$ cat src/rtl/note_record_sequencer_pkg.sv
// Shared piano datapath definitions: note codes, tick rate, sequencer state
// encoding and the {note, dur} layout of a recorded buffer entry.
package piano_pkg;

    localparam int NOTE_BITS     = 5;
    localparam int DUR_BITS      = 12;
    localparam int TICK_DIV_5MHZ = 50000;

    localparam logic [NOTE_BITS-1:0] REST = '0;

    typedef enum logic [1:0] {
        ST_IDLE = 2'd0,
        ST_REC  = 2'd1,
        ST_LOAD = 2'd2,
        ST_PLAY = 2'd3
    } seq_state_e;

    // Buffer entry: note in the upper bits, duration (ticks) in the lower bits.
    typedef struct packed {
        logic [NOTE_BITS-1:0] note;
        logic [DUR_BITS-1:0]  dur;
    } note_entry_t;

endpackage

$ cat src/rtl/note_record_sequencer_if.sv
// Control/status bundle between the key decoder side and the note sequencer.
interface note_record_sequencer_if #(
    parameter int NOTE_W = 5,
    parameter int ADDR_W = 6
);
    logic [NOTE_W-1:0] key_note;
    logic              rec_start;
    logic              play_start;
    logic [NOTE_W-1:0] note_out;
    logic [1:0]        state;
    logic              busy;
    logic              full;
    logic [ADDR_W:0]   count;

    modport master (
        output key_note, rec_start, play_start,
        input  note_out, state, busy, full, count
    );

    modport slave (
        input  key_note, rec_start, play_start,
        output note_out, state, busy, full, count
    );
endinterface

$ cat src/rtl/note_record_sequencer_note_ram.sv
// Note buffer: one write port, one registered read port, contents never reset.
module note_ram #(
    parameter int DEPTH  = 64,
    parameter int ADDR_W = 6,
    parameter int WIDTH  = 17
) (
    input  logic              clk_i,
    input  logic              we_i,
    input  logic [ADDR_W-1:0] waddr_i,
    input  logic [WIDTH-1:0]  wdata_i,
    input  logic [ADDR_W-1:0] raddr_i,
    output logic [WIDTH-1:0]  rdata_o
);
    logic [WIDTH-1:0] mem_q [DEPTH];

    always_ff @(posedge clk_i) begin
        if (we_i) begin
            mem_q[waddr_i] <= wdata_i;
        end
        rdata_o <= mem_q[raddr_i];
    end
endmodule

$ cat src/rtl/note_record_sequencer.sv
// Owns the tone generator note: passes the live key through, records it as
// (note, duration) segments, and replays the buffer with tick-accurate timing.
module note_record_sequencer
    import piano_pkg::*;
#(
    parameter int DEPTH    = 64,
    parameter int ADDR_W   = 6,
    parameter int NOTE_W   = NOTE_BITS,
    parameter int DUR_W    = DUR_BITS,
    parameter int TICK_DIV = TICK_DIV_5MHZ
) (
    input  logic                    CLK,
    input  logic                    nCLR,
    note_record_sequencer_if.slave  bus
);
    localparam int PW = (TICK_DIV > 1) ? $clog2(TICK_DIV) : 1;
    localparam int EW = NOTE_W + DUR_W;

    localparam logic [PW-1:0]    TICK_LAST = PW'(TICK_DIV - 1);
    localparam logic [DUR_W-1:0] DUR_MAX   = '1;
    localparam logic [DUR_W-1:0] DUR_PRE   = DUR_MAX - 1'b1;
    localparam logic [ADDR_W:0]  DEPTH_C   = (ADDR_W + 1)'(DEPTH);
    localparam logic [ADDR_W:0]  LAST_C    = (ADDR_W + 1)'(DEPTH - 1);

    seq_state_e        state_q, state_d;
    logic [NOTE_W-1:0] note_out_q, note_out_d;
    logic              full_q, full_d;
    logic [ADDR_W:0]   count_q, count_d;
    logic [PW-1:0]     presc_q, presc_d;
    logic [DUR_W-1:0]  dur_q, dur_d;
    logic [ADDR_W-1:0] rd_ptr_q, rd_ptr_d;
    logic [NOTE_W-1:0] cur_note_q, cur_note_d;
    logic [DUR_W-1:0]  dcnt_q, dcnt_d;

    logic              tick;
    logic              we;
    logic [EW-1:0]     wdata;
    logic [EW-1:0]     rdata;
    logic [NOTE_W-1:0] rd_note;
    logic [DUR_W-1:0]  rd_dur;
    logic              last_entry;

    assign tick       = (presc_q == TICK_LAST);
    assign rd_note    = rdata[EW-1 -: NOTE_W];
    assign rd_dur     = rdata[DUR_W-1:0];
    assign last_entry = ({1'b0, rd_ptr_q} == (count_q - 1'b1));

    // Read address is the next pointer so the entry is on rdata during LOAD.
    note_ram #(
        .DEPTH  (DEPTH),
        .ADDR_W (ADDR_W),
        .WIDTH  (EW)
    ) u_ram (
        .clk_i   (CLK),
        .we_i    (we),
        .waddr_i (count_q[ADDR_W-1:0]),
        .wdata_i (wdata),
        .raddr_i (rd_ptr_d),
        .rdata_o (rdata)
    );

    always_comb begin
        state_d    = state_q;
        note_out_d = note_out_q;
        full_d     = full_q;
        count_d    = count_q;
        presc_d    = tick ? '0 : presc_q + 1'b1;
        dur_d      = dur_q;
        rd_ptr_d   = rd_ptr_q;
        cur_note_d = cur_note_q;
        dcnt_d     = dcnt_q;
        we         = 1'b0;
        wdata      = {cur_note_q, dur_q};

        unique case (state_q)
            ST_IDLE: begin
                note_out_d = bus.key_note;
                if (bus.rec_start) begin
                    state_d    = ST_REC;
                    count_d    = '0;
                    full_d     = 1'b0;
                    dur_d      = '0;
                    cur_note_d = bus.key_note;
                    presc_d    = '0;
                end else if (bus.play_start && (count_q != '0)) begin
                    state_d    = ST_LOAD;
                    rd_ptr_d   = '0;
                    note_out_d = NOTE_W'(REST);
                end
            end

            ST_REC: begin
                note_out_d = bus.key_note;
                if (bus.rec_start) begin
                    state_d = ST_IDLE;
                    we      = (dur_q != '0) && (count_q < DEPTH_C);
                end else if (bus.key_note != cur_note_q) begin
                    we         = 1'b1;
                    cur_note_d = bus.key_note;
                    dur_d      = '0;
                end else if (tick) begin
                    // A tick that would complete a maximal segment closes it
                    // and the same note carries on in a fresh entry.
                    if (dur_q == DUR_PRE) begin
                        we    = 1'b1;
                        wdata = {cur_note_q, DUR_MAX};
                        dur_d = '0;
                    end else begin
                        dur_d = dur_q + 1'b1;
                    end
                end
                if (we) begin
                    count_d = count_q + 1'b1;
                    if (count_q == LAST_C) begin
                        full_d  = 1'b1;
                        state_d = ST_IDLE;
                    end
                end
            end

            ST_LOAD: begin
                presc_d    = '0;
                state_d    = ST_PLAY;
                note_out_d = rd_note;
                dcnt_d     = (rd_dur == '0) ? DUR_W'(1) : rd_dur;
            end

            ST_PLAY: begin
                if (bus.play_start) begin
                    state_d    = ST_IDLE;
                    note_out_d = bus.key_note;
                end else if (tick) begin
                    if (dcnt_q <= DUR_W'(1)) begin
                        if (last_entry) begin
                            state_d    = ST_IDLE;
                            note_out_d = bus.key_note;
                        end else begin
                            rd_ptr_d = rd_ptr_q + 1'b1;
                            state_d  = ST_LOAD;
                        end
                    end else begin
                        dcnt_d = dcnt_q - 1'b1;
                    end
                end
            end

            default: state_d = ST_IDLE;
        endcase
    end

    always_ff @(posedge CLK or negedge nCLR) begin
        if (!nCLR) begin
            state_q    <= ST_IDLE;
            note_out_q <= '0;
            full_q     <= 1'b0;
            count_q    <= '0;
            presc_q    <= '0;
            dur_q      <= '0;
            rd_ptr_q   <= '0;
        end else begin
            state_q    <= state_d;
            note_out_q <= note_out_d;
            full_q     <= full_d;
            count_q    <= count_d;
            presc_q    <= presc_d;
            dur_q      <= dur_d;
            rd_ptr_q   <= rd_ptr_d;
        end
    end

    // Segment note and playback down-counter are always written before use.
    always_ff @(posedge CLK) begin
        cur_note_q <= cur_note_d;
        dcnt_q     <= dcnt_d;
    end

    assign bus.note_out = note_out_q;
    assign bus.state    = state_q;
    assign bus.busy     = (state_q != ST_IDLE);
    assign bus.full     = full_q;
    assign bus.count    = count_q;

endmodule
$ cat src/flat_wrapper.sv
// flat-port wrapper written by rule: the top's interface ports become plain ports
module note_record_sequencer_flat import piano_pkg::*;
#(
    parameter int DEPTH    = 64,
    parameter int ADDR_W   = 6,
    parameter int NOTE_W   = NOTE_BITS,
    parameter int DUR_W    = DUR_BITS,
    parameter int TICK_DIV = TICK_DIV_5MHZ
)
  (CLK, nCLR, bus_key_note, bus_rec_start, bus_play_start, bus_note_out, bus_state, bus_busy, bus_full, bus_count);
  note_record_sequencer_if #(.NOTE_W(NOTE_W), .ADDR_W(ADDR_W)) bus_i ();
  input  logic CLK;
  input  logic nCLR;
  input wire logic [$bits(bus_i.key_note)-1:0] bus_key_note;
  input wire logic [$bits(bus_i.rec_start)-1:0] bus_rec_start;
  input wire logic [$bits(bus_i.play_start)-1:0] bus_play_start;
  output wire logic [$bits(bus_i.note_out)-1:0] bus_note_out;
  output wire logic [$bits(bus_i.state)-1:0] bus_state;
  output wire logic [$bits(bus_i.busy)-1:0] bus_busy;
  output wire logic [$bits(bus_i.full)-1:0] bus_full;
  output wire logic [$bits(bus_i.count)-1:0] bus_count;
  assign bus_i.key_note = bus_key_note;
  assign bus_i.rec_start = bus_rec_start;
  assign bus_i.play_start = bus_play_start;
  assign bus_note_out = bus_i.note_out;
  assign bus_state = bus_i.state;
  assign bus_busy = bus_i.busy;
  assign bus_full = bus_i.full;
  assign bus_count = bus_i.count;
  note_record_sequencer #(.DEPTH(DEPTH), .ADDR_W(ADDR_W), .NOTE_W(NOTE_W), .DUR_W(DUR_W), .TICK_DIV(TICK_DIV)) u_core (.CLK(CLK), .nCLR(nCLR), .bus(bus_i));
endmodule
$ cat config.mk
export PLATFORM = sky130hd
export DESIGN_NAME = note_record_sequencer_flat
export DESIGN_NICKNAME = d
export VERILOG_FILES = /design/src/rtl/note_record_sequencer_pkg.sv /design/src/rtl/note_record_sequencer_if.sv /design/src/rtl/note_record_sequencer_note_ram.sv /design/src/rtl/note_record_sequencer.sv /design/src/flat_wrapper.sv
export SDC_FILE = /design/constraint.sdc
export NUM_CORES = 1
export LEC_CHECK = 0
export CAP_MARGIN = 10
export CORE_MARGIN = 4
export CORE_UTILIZATION = 45
export DETAILED_ROUTE_END_ITERATION = 8
export DONT_BUFFER_PORTS = 1
export PLACE_DENSITY_LB_ADDON = 0.1
export RECOVER_POWER = 50
export SYNTH_ARGS = -nofsm -noshare
export SYNTH_HDL_FRONTEND = slang
export SYNTH_SLANG_ARGS = --single-unit
$ cat constraint.sdc
create_clock -name CLK -period 5.9 [get_ports CLK]
set_input_delay 1.18 -clock CLK [delete_from_list [all_inputs] [get_ports CLK]]
set_output_delay 1.18 -clock CLK [all_outputs]
set_load 0.05 [all_outputs]
Word level (Yosys, flattened, before mapping)
Memory sizes are Yosys's and may differ from the RTL's. A register that Yosys moved wholly into a read port is not among the register bits.
Cells that the tools add are included.
Storage, ports and cells
  input bits: 9
  register bits: 66
  memories kept: 1
  output and inout port bits: 16
  bits in writable memories: 1088
  word-level logic and storage cells: 117
Operators by class
  reductions and logical operators: 16
  equality and inequality tests: 21
  $add $sub $neg: 6
  muxes and demuxes: 62
  order comparisons: 2
Memory list
  u_core.u_ram.mem_q: words 64, bits a word 17, rd ports 1, clocked after memory_dff 1, write ports 1, line note_record_sequencer_note_ram.sv:14  | logic [WIDTH-1:0] mem_q [DEPTH];
Operator list (count)
  two-way mux 12 bit: 14
  one-hot mux 12 bit (2 select lines): 2
  two-way mux 5 bit: 9
  two-way mux 6 bit: 6
  two-way mux 16 bit: 2
  one-hot mux 16 bit (2 select lines): 1
  one-hot mux 5 bit (4 select lines): 1
  two-way mux 2 bit: 9
  adder 16 x 1 -> 16 bit, second input constant: 1
  equality test 16 bit, second input constant: 1
  AND reduction 4 bit: 4
  two-way mux 7 bit: 2
  one-hot mux 7 bit (2 select lines): 1
  adder 12 x 1 -> 12 bit, second input constant: 1
  equality test 12 bit, second input constant: 1
  <= comparator 12 x 1 -> 1 bit, second input constant: 1
  logical NOT 12 bit: 1
  != test 3 x 2 -> 1 bit, second input constant: 4
  one-hot mux 6 bit (2 select lines): 1
  nonzero test 12 bit: 1
  subtractor 12 x 1 -> 12 bit, second input constant: 1
  two-way mux 1 bit: 11
  one-hot mux 5 bit (2 select lines): 1
  AND reduction 3 bit: 3
  18 further kinds: 28

Longest topological paths before layout
Gate-level depths: netlist of run 1.
  word-level depth: 9
  gate-level depth with buffers: 19
  depth with buffers taken out: 14

Modules after synthesis
A second synthesis of run 1 with hierarchy kept.
Second synthesis, totals
  cells, all modules: 2415
  area, all modules: 46407.0 µm²
By module, submodules not included
  note_ram: cells each 1953, seq. area each 33011.7 µm², times used 1, area each 42344.4 µm²
  note_record_sequencer: cells each 462, seq. area each 1736.7 µm², times used 1, area each 4062.6 µm²

Least setup slack after synthesis of run 1
Ideal clock, no wire load.
  path kind: flip-flop to flip-flop
  from: reg u_core.count_q[0] (netlist: u_core.bus.count[0])
  to: reg u_core.u_ram.rdata_o[11] (read register of u_core.u_ram.mem_q)
  cell stages (with the launch flop): 17
  library setup time: 120 ps
  path slack: 1750 ps
  period minus slack after synthesis: 4150 ps
  required time: 5780 ps
  path buffers: 4
  arrival: 4031 ps
  cell sequence: dfrtp_1 > inv_1 > ha_1 > xnor2_1 > a2111oi_0 > and4_1 > clkbuf_1 > nor2_1 > o21a_1 > buf_4 > inv_2 > clkbuf_1 > buf_2 > mux4_2 > o31ai_1 > o22ai_1 > a211o_1
Between the ends
  word-level cells in the longest chain between the ends: 7
  elaborated cells on any way between the ends: 11
  classes of those cells: add/sub: 1; eq/ne: 1; mux: 7; reduce/logical: 2
Ends and longest elaborated chain
  from (decl): line note_record_sequencer.sv:28  | logic [ADDR_W:0] count_q, count_d;
  from (signal assigned): line note_record_sequencer.sv:164  | count_q <= count_d;
  subtractor 7 x 1 -> 7 bit: line note_record_sequencer.sv:46  | assign last_entry = ({1'b0, rd_ptr_q} == (count_q - 1'b1));
  equality test 6 x 7 -> 1 bit: line note_record_sequencer.sv:46
  two-way mux 6 bit: line note_record_sequencer.sv:134  | if (last_entry) begin
  two-way mux 6 bit: line note_record_sequencer.sv:133  | if (dcnt_q <= DUR_W'(1)) begin
  two-way mux 6 bit: line note_record_sequencer.sv:132  | end else if (tick) begin
  two-way mux 6 bit: line note_record_sequencer.sv:129  | if (bus.play_start) begin
  one-hot mux 6 bit (2 select lines) *: line note_record_sequencer.sv:75  | unique case (state_q)
  to (decl): line note_record_sequencer_note_ram.sv:12  | output logic [WIDTH-1:0] rdata_o
Every way passes the cells marked *; elsewhere a longest branch is shown, timed or not.
A chain may end at the register's enable or synchronous reset.

Worst setup path in the final report of run 1
  from: reg u_core.dcnt_q[5]
  to: reg u_core.u_ram.rdata_o[2] (read register of u_core.u_ram.mem_q)
Between the ends
  word-level cells in the longest chain between the ends: 5
Ends and longest elaborated chain
  from (decl): line note_record_sequencer.sv:33  | logic [DUR_W-1:0] dcnt_q, dcnt_d;
  from (signal assigned): line note_record_sequencer.sv:174  | dcnt_q <= dcnt_d;
  <= comparator 12 x 1 -> 1 bit: line note_record_sequencer.sv:133
  two-way mux 6 bit: line note_record_sequencer.sv:133
  two-way mux 6 bit: line note_record_sequencer.sv:132
  two-way mux 6 bit: line note_record_sequencer.sv:129
  one-hot mux 6 bit (2 select lines): line note_record_sequencer.sv:75
No other way between the ends.

==> impl_metrics.env, run 1 <==
export IMPL_layout_commonest_cell="edfxtp_1"
export IMPL_viasPerCell=5.94
export IMPL_dp_hpwl_um=80600
export IMPL_finalSetupViolCount=0
export IMPL_clock_sinks=1171
export IMPL_grt_util_all_layers=0.247
export IMPL_async_flop_share=0.0418
export IMPL_worst_pin_slew_ns=3.77
export IMPL_min_path_type="in2async"
export IMPL_max_stage_delay_ns=0.64
export IMPL_leakage_nw=17.4
export IMPL_antenna_left=0
export IMPL_rows=118
export IMPL_crit_required_ns=6.47
export IMPL_slew_headroom=-1.51
export IMPL_wl_um=136000
export IMPL_final_cell_mix="edfxtp_1 (1105), nand2_1 (713), nand3_1 (193), mux2i_1 (151), buf_4 (128)"
export IMPL_grt_pass1_vias=27700
export IMPL_dr_pass1_iters=6
export IMPL_startpoint_type="flip-flop"
export IMPL_nets=3398
export IMPL_seq_area_frac_synth=0.741
export IMPL_internal_power_mw=15.5
export IMPL_cts_tree="yes"
export IMPL_io_buffers=0
export IMPL_cts_buffers=121
export IMPL_die_h_um=331
export IMPL_initial_utilization=0.453
export IMPL_die_area_um2=109000
export IMPL_cp_data_arrival_time_ns=6.26
export IMPL_antenna_found_initial=4
export IMPL_finalCriticalPeriod_ns=5.69
export IMPL_htree_levels=3
export IMPL_end_kind="flip-flop"
export IMPL_crit_fanout=26
export IMPL_switching_power_mw=7.25
export IMPL_crit_slowest_cell="or4_1"
export IMPL_cp_top_family="simple AND/OR/NAND/NOR gates"
export IMPL_synth_cell_type_count=73
export IMPL_finalSetupTns_ns=0
export IMPL_insertion_delay_ns=0.71
export IMPL_seq_power_share=0.429
export IMPL_fmax_mhz=176
export IMPL_gr_total_overflow=0
export IMPL_finalClockSkew_ns=0.0373
export IMPL_drtIter0Drc=3369
export IMPL_worstSetupPathType="reg2reg"
export IMPL_cts_root_buf="clkbuf_16"
export IMPL_synth_ff_type="edfxtp_1"
export IMPL_cp_cell_sequence="or4_4, or4_1, or4_1, nor4_1, nor2_4, buf_4, nor2_4, buf_4, a32oi_1, a31oi_1, o21ai_0, and4_1"
export IMPL_min_period_over_period=0.964
export IMPL_wire_per_inst_um=27.9
export IMPL_powerDensity_nw_per_um2=430
export IMPL_vias=28900
export IMPL_power_frac_clock=0.328
export IMPL_final_hold_viol_count=0
export IMPL_syn_num_nets=3320
export IMPL_violations="max-capacitance violations, max-slew violations"
export IMPL_final_core_util=0.512
export IMPL_outcome="finished, violations left"
export IMPL_area_delta_synth_final_pct=13.1
export IMPL_io_pin_count=25
export IMPL_grt_max_degree=111
export IMPL_clkTransAtPathRegs_ns=0.07
export IMPL_power_mw=22.8
export IMPL_synth_area_per_cell_um2=14.2
export IMPL_die_w_um=331
export IMPL_yosys_warnings=0
export IMPL_ir_drop_v=0.000355
export IMPL_syn_area_um2=46900
export IMPL_combPwrFrac=0.243
export IMPL_path_buf_inv=2
export IMPL_synth_edf_count=1105
export IMPL_slew_viol_final=407
export IMPL_clk_path_buf_depth=3
export IMPL_drive_gt1_frac=0.118
export IMPL_gp_congestion=0.887
export IMPL_cts_setup_buffers=0
export IMPL_p_sw_frac=0.318
export IMPL_max_cap_violations=7
export IMPL_core_area_um2=103000
export IMPL_syn_inst=3297
export IMPL_rsz0062_at_grt="false"
export IMPL_ys_ff_latch=1171
export IMPL_grt_pass1_wl_um=196000
export IMPL_drc=0
## layout make-up
type                    instances  area, um2
diodes                          1       2.50
clock buffers                 163       3370
clock inverters                65        522
fillers                      8645      50500
inverters                      19       95.1
multi-input cells            1908      11300
flip-flops and latches       1171      34800
well taps                    1380       1730
repair buffers                154       1290
## cells in the mapped netlist (35+ instances only)
cell	count	share of area
o21ai_0	51	0.0054
clkbuf_1	117	0.0094
nand4_1	47	0.0063
mux2i_1	151	0.032
nand3_1	193	0.021
mux4_2	35	0.017
edfxtp_1	1105	0.71
nand2_1	713	0.057
a21oi_1	120	0.013
a31oi_1	76	0.010
buf_2	48	0.0051
nor2_1	144	0.012
dfrtp_1	49	0.026
a32oi_1	43	0.0080
## metrics by stage
| stage | hold WS [ns] | setup slack [ns] | cells | instance area (um2) |
|---|---|---|---|---|
| floorplan | 0.425 | 1.75 | 3297 | 46900 |
| global placement | 0.436 | 0.148 | 4631 | 49200 |
| detailed placement | 0.452 | 0.163 | 4631 | 49200 |
| CTS | 0.117 | 0.215 | 4859 | 53100 |
| global route | 0.135 | 0.0611 | 4860 | 53000 |
| finish | 0.162 | 0.212 | 4861 | 53000 |
## layer usage
metal	global-route usage	up-vias	part of all wire
met5	0	-	0.00018
met4	0.0699	4	0.027
met3	0.0363	197	0.081
met2	0.380	1301	0.45
met1	0.368	14700	0.44
li1	-	12600	-
## state kept, by name, summed over array words and instances (netlist names)
register	flops
u_core.bus.state	2
u_core.bus.full	1
u_core.dcnt_q	12
u_core.u_ram.rdata_o	17
u_core.u_ram.mem_q	1088
u_core.dur_q	12
u_core.rd_ptr_q	6
u_core.cur_note_q	5
u_core.presc_q	16
u_core.bus.note_out	5
u_core.bus.count	7
## cell families (layout without fill, tap and decap cells)
group,Yosys count,after routing,share of synthesized area
muxes,193,193,0.0507
buffers and inverters,218,401,0.0213
DFF,1171,1171,0.741
other,0,1,0
and+or+nand+nor,1223,1223,0.113
adders and majority gates,14,14,0.00373
xor gates and xnor gates,38,38,0.00709
AOI/OAI and AO/OA,440,440,0.0630
## power groups by stage
stage                     clock network (mW)  logic [mW]  registers [mW]
after global routing                    7.96        5.95            9.78
after detailed placement                   0        5.52            9.90
after floorplan                            0        3.42            9.90
after CTS                               7.59        5.54            9.73
after global placement                     0        5.47            9.90
final                                   7.48        5.53            9.77
## path summary, 6_finish.rpt
kind / from / endpoint / slack, ns / depth (start not counted)
hold reg to reg: u_core.presc_q[0]$_DFF_PN0_ / u_core.presc_q[0]$_DFF_PN0_ / 0.47 / 1
max in group asynchronous: nCLR / u_core.rd_ptr_q[4]$_DFF_PN0_ / 5.65 / 0
min in group CLK: u_core.presc_q[0]$_DFF_PN0_ / u_core.presc_q[0]$_DFF_PN0_ / 0.47 / 1
setup reg to reg: u_core.dcnt_q[5]$_DFFE_PP_ / u_core.u_ram.rdata_o[2]$_DFF_P_ / 0.21 / 12
hold / removal: nCLR / u_core.bus.state[0]$_DFFE_PN0P_ / 0.16 / 0
setup / recovery: u_core.dcnt_q[5]$_DFFE_PP_ / u_core.u_ram.rdata_o[2]$_DFF_P_ / 0.21 / 12
## worst reg2reg max path, stage by stage, from the launching register on
cell      delay, ns
edfxtp_1       0.44
or4_4          0.59
or4_1          0.48
or4_1          0.64
nor4_1         0.56
nor2_4         0.15
buf_4          0.33
nor2_4         0.46
buf_4          0.47
a32oi_1        0.12
a31oi_1        0.56
o21ai_0        0.45
and4_1         0.31
## repair_timing
| item | 4_1_cts | 5_1_grt |
|---|---|---|
| setup endpoints to repair | 1 | 0 |
| hold buffers | 0 | 0 |
| gates resized for setup | 1 | 0 |
Power figures use the tool's default switching activity.
==> inputs of run 2 (changes only) <==
--- a/config.mk
+++ b/config.mk
@@ -10,7 +10,7 @@
 export CORE_UTILIZATION = 45
 export DETAILED_ROUTE_END_ITERATION = 8
 export DONT_BUFFER_PORTS = 1
-export PLACE_DENSITY_LB_ADDON = 0.1
+export PLACE_DENSITY = 0.67
 export RECOVER_POWER = 50
 export SYNTH_ARGS = -nofsm -noshare
 export SYNTH_HDL_FRONTEND = slang
==> run 2 against run 1 <==
The flow still finishes with violations (max-capacitance violations, max-slew violations). Cell count shrank 0.60%. Critical path type unchanged. Maximum frequency up 5.0%. Cell area decreased by 0.75%. Non-clock buffer count shrank 9. Clock skew rose by 0.0090 ns. Register-to-register slack better by 0.27 ns.
==> impl_metrics.env, run 2 (synthesis gave the netlist of run 1 again) <==
export IMPL_finalClockSkew_ns=0.0464
export IMPL_grt_pass1_vias=27400
export IMPL_fmax_mhz=185
export IMPL_outcome="finished, violations left"
export IMPL_dr_pass1_iters=7
export IMPL_powerDensity_nw_per_um2=425
export IMPL_die_h_um=331
export IMPL_cp_top_family="simple AND/OR/NAND/NOR gates"
export IMPL_seq_power_share=0.435
export IMPL_wl_um=126000
export IMPL_grtUsageMet2=0.348
export IMPL_grt_busiest_layer="met2"
export IMPL_antenna_left=0
export IMPL_io_buffers=0
export IMPL_slew_headroom=-1.70
export IMPL_max_stage_delay_ns=0.84
export IMPL_leakage_nw=17.2
export IMPL_min_period_over_period=0.918
export IMPL_cp_data_arrival_time_ns=6.00
export IMPL_critPathLaunch="u_core.bus.count[3]$_DFFE_PN0P_"
export IMPL_largest_reg_flops=1088
export IMPL_initial_utilization=0.453
export IMPL_cts_root_buf="clkbuf_16"
export IMPL_drc=0
export IMPL_layout_commonest_cell="edfxtp_1"
export IMPL_path_buf_inv=3
export IMPL_final_cell_mix="edfxtp_1 (1105), nand2_1 (713), nand3_1 (193), mux2i_1 (151), nor2_1 (135)"
export IMPL_finalSetupTns_ns=0
export IMPL_nets=3380
export IMPL_worstSetupPathType="reg2reg"
export IMPL_crit_fanout=100
export IMPL_clk_path_buf_depth=3
export IMPL_use_met1=0.322
export IMPL_post_place_ws_ns=0.723
export IMPL_wire_per_inst_um=26.1
export IMPL_cp_cell_sequence="clkbuf_1, nor2_1, a21o_1, a2111oi_0, and4_1, nor3_2, nor3_4, inv_16, buf_4, mux4_2, nor4_1, nor4_1, o221ai_1, o41ai_1"
export IMPL_viasPerCell=5.99
export IMPL_max_cap_violations=7
export IMPL_drive_gt1_frac=0.108
export IMPL_rrSetupSlack_ns=0.48
export IMPL_finalSetupViolCount=0
export IMPL_grt_pass1_wl_um=185000
export IMPL_worst_pin_slew_ns=4.05
export IMPL_final_core_util=0.509
export IMPL_finalCriticalPeriod_ns=5.42
export IMPL_htree_levels=3
export IMPL_combPwrFrac=0.248
export IMPL_ir_drop_v=0.000311
export IMPL_end_kind="flip-flop"
export IMPL_dp_hpwl_um=72600
export IMPL_hold_buffers=0
export IMPL_rows=118
export IMPL_regToRegStartpoint="u_core.bus.count[3]$_DFFE_PN0P_"
export IMPL_clock_sinks=1171
export IMPL_power_mw=22.4
export IMPL_die_area_um2=109000
export IMPL_clkTransAtPathRegs_ns=0.06
export IMPL_reg_top3="u_core.u_ram.mem_q: 1088 flops, u_core.u_ram.rdata_o: 17 flops, u_core.presc_q: 16 flops"
export IMPL_use_met3=0.0441
export IMPL_power_frac_clock=0.317
export IMPL_area_delta_synth_final_pct=12.2
export IMPL_gr_total_overflow=0
export IMPL_core_area_um2=103000
export IMPL_drtIter0Drc=3813
export IMPL_cts_buffers=112
export IMPL_rsz0062_at_grt="false"
export IMPL_grt_util_all_layers=0.228
export IMPL_crit_slowest_cell="clkbuf_1"
export IMPL_cpMostUsedCell="nor4_1"
export IMPL_die_w_um=331
export IMPL_antenna_found_initial=6
export IMPL_cts_tree="yes"
export IMPL_insertion_delay_ns=0.71
export IMPL_top_register="u_core.u_ram.mem_q"
export IMPL_crit_required_ns=6.49
export IMPL_dpl_cell_area_um2=49100
export IMPL_vias=28900
export IMPL_post_cts_resize_count=0
export IMPL_dp_cells=4623
export IMPL_min_path_type="in2async"
export IMPL_layoutNonFillerInstCount=4832
export IMPL_whs_ns=0.161
export IMPL_p_sw_frac=0.324
export IMPL_io_pin_count=25
export IMPL_internal_power_mw=15.1
export IMPL_postLayoutCellArea_um2=52600
export IMPL_final_hold_viol_count=0
export IMPL_slew_viol_final=436
export IMPL_grt_max_degree=101
export IMPL_startpoint_type="flip-flop"
export IMPL_switching_power_mw=7.24
export IMPL_layout_setup_ws_ns=0.482
export IMPL_cts_setup_buffers=0
export IMPL_violations="max-capacitance violations, max-slew violations"
export IMPL_gp_congestion=0.895
[run 2: metal layers]
metal / routed length [um] / vias up
met3: 13500 / 283
met2: 56800 / 1661
met5: 0 / -
li1: - / 12600
met1: 49900 / 14400
met4: 5890 / 0
[run 2: cell type report]
type	instances	area, um2
diodes	1	2.50
clock buffers	131	2880
clock inverters	77	748
fillers	8427	50900
inverters	19	95.1
multi-input cells	1908	11200
flip-flops and latches	1171	34800
well taps	1380	1730
repair buffers	145	1190
[run 2: path summary, 6_finish.rpt]
kind,cells after the start,end
worst max-delay path,14,u_core.u_ram.rdata_o[10]$_DFF_P_
worst min-delay path,0,u_core.dur_q[7]$_DFFE_PN0P_
worst max register to register,14,u_core.u_ram.rdata_o[10]$_DFF_P_
worst min register to register,1,u_core.presc_q[0]$_DFF_PN0_
max in group asynchronous,0,u_core.rd_ptr_q[2]$_DFF_PN0_
min in group CLK,1,u_core.presc_q[0]$_DFF_PN0_
[run 2: worst reg2reg max path: cells and delay by family (launching register included)]
family / cells / cell delay, ns
DFF: 1 / 0.34
muxes: 1 / 0.36
and+or+nand+nor: 6 / 1.83
AOI/OAI and AO/OA: 4 / 1.27
buffers and inverters: 3 / 1.51
[run 2: power groups by stage]
stage | registers, mW | logic [mW] | clock network [mW]
floorplan | 9.90 | 3.42 | 0
global placement | 9.87 | 5.42 | 0
detailed placement | 9.88 | 5.48 | 0
CTS | 9.70 | 5.51 | 7.17
global route | 9.75 | 5.91 | 7.53
finish | 9.74 | 5.55 | 7.09
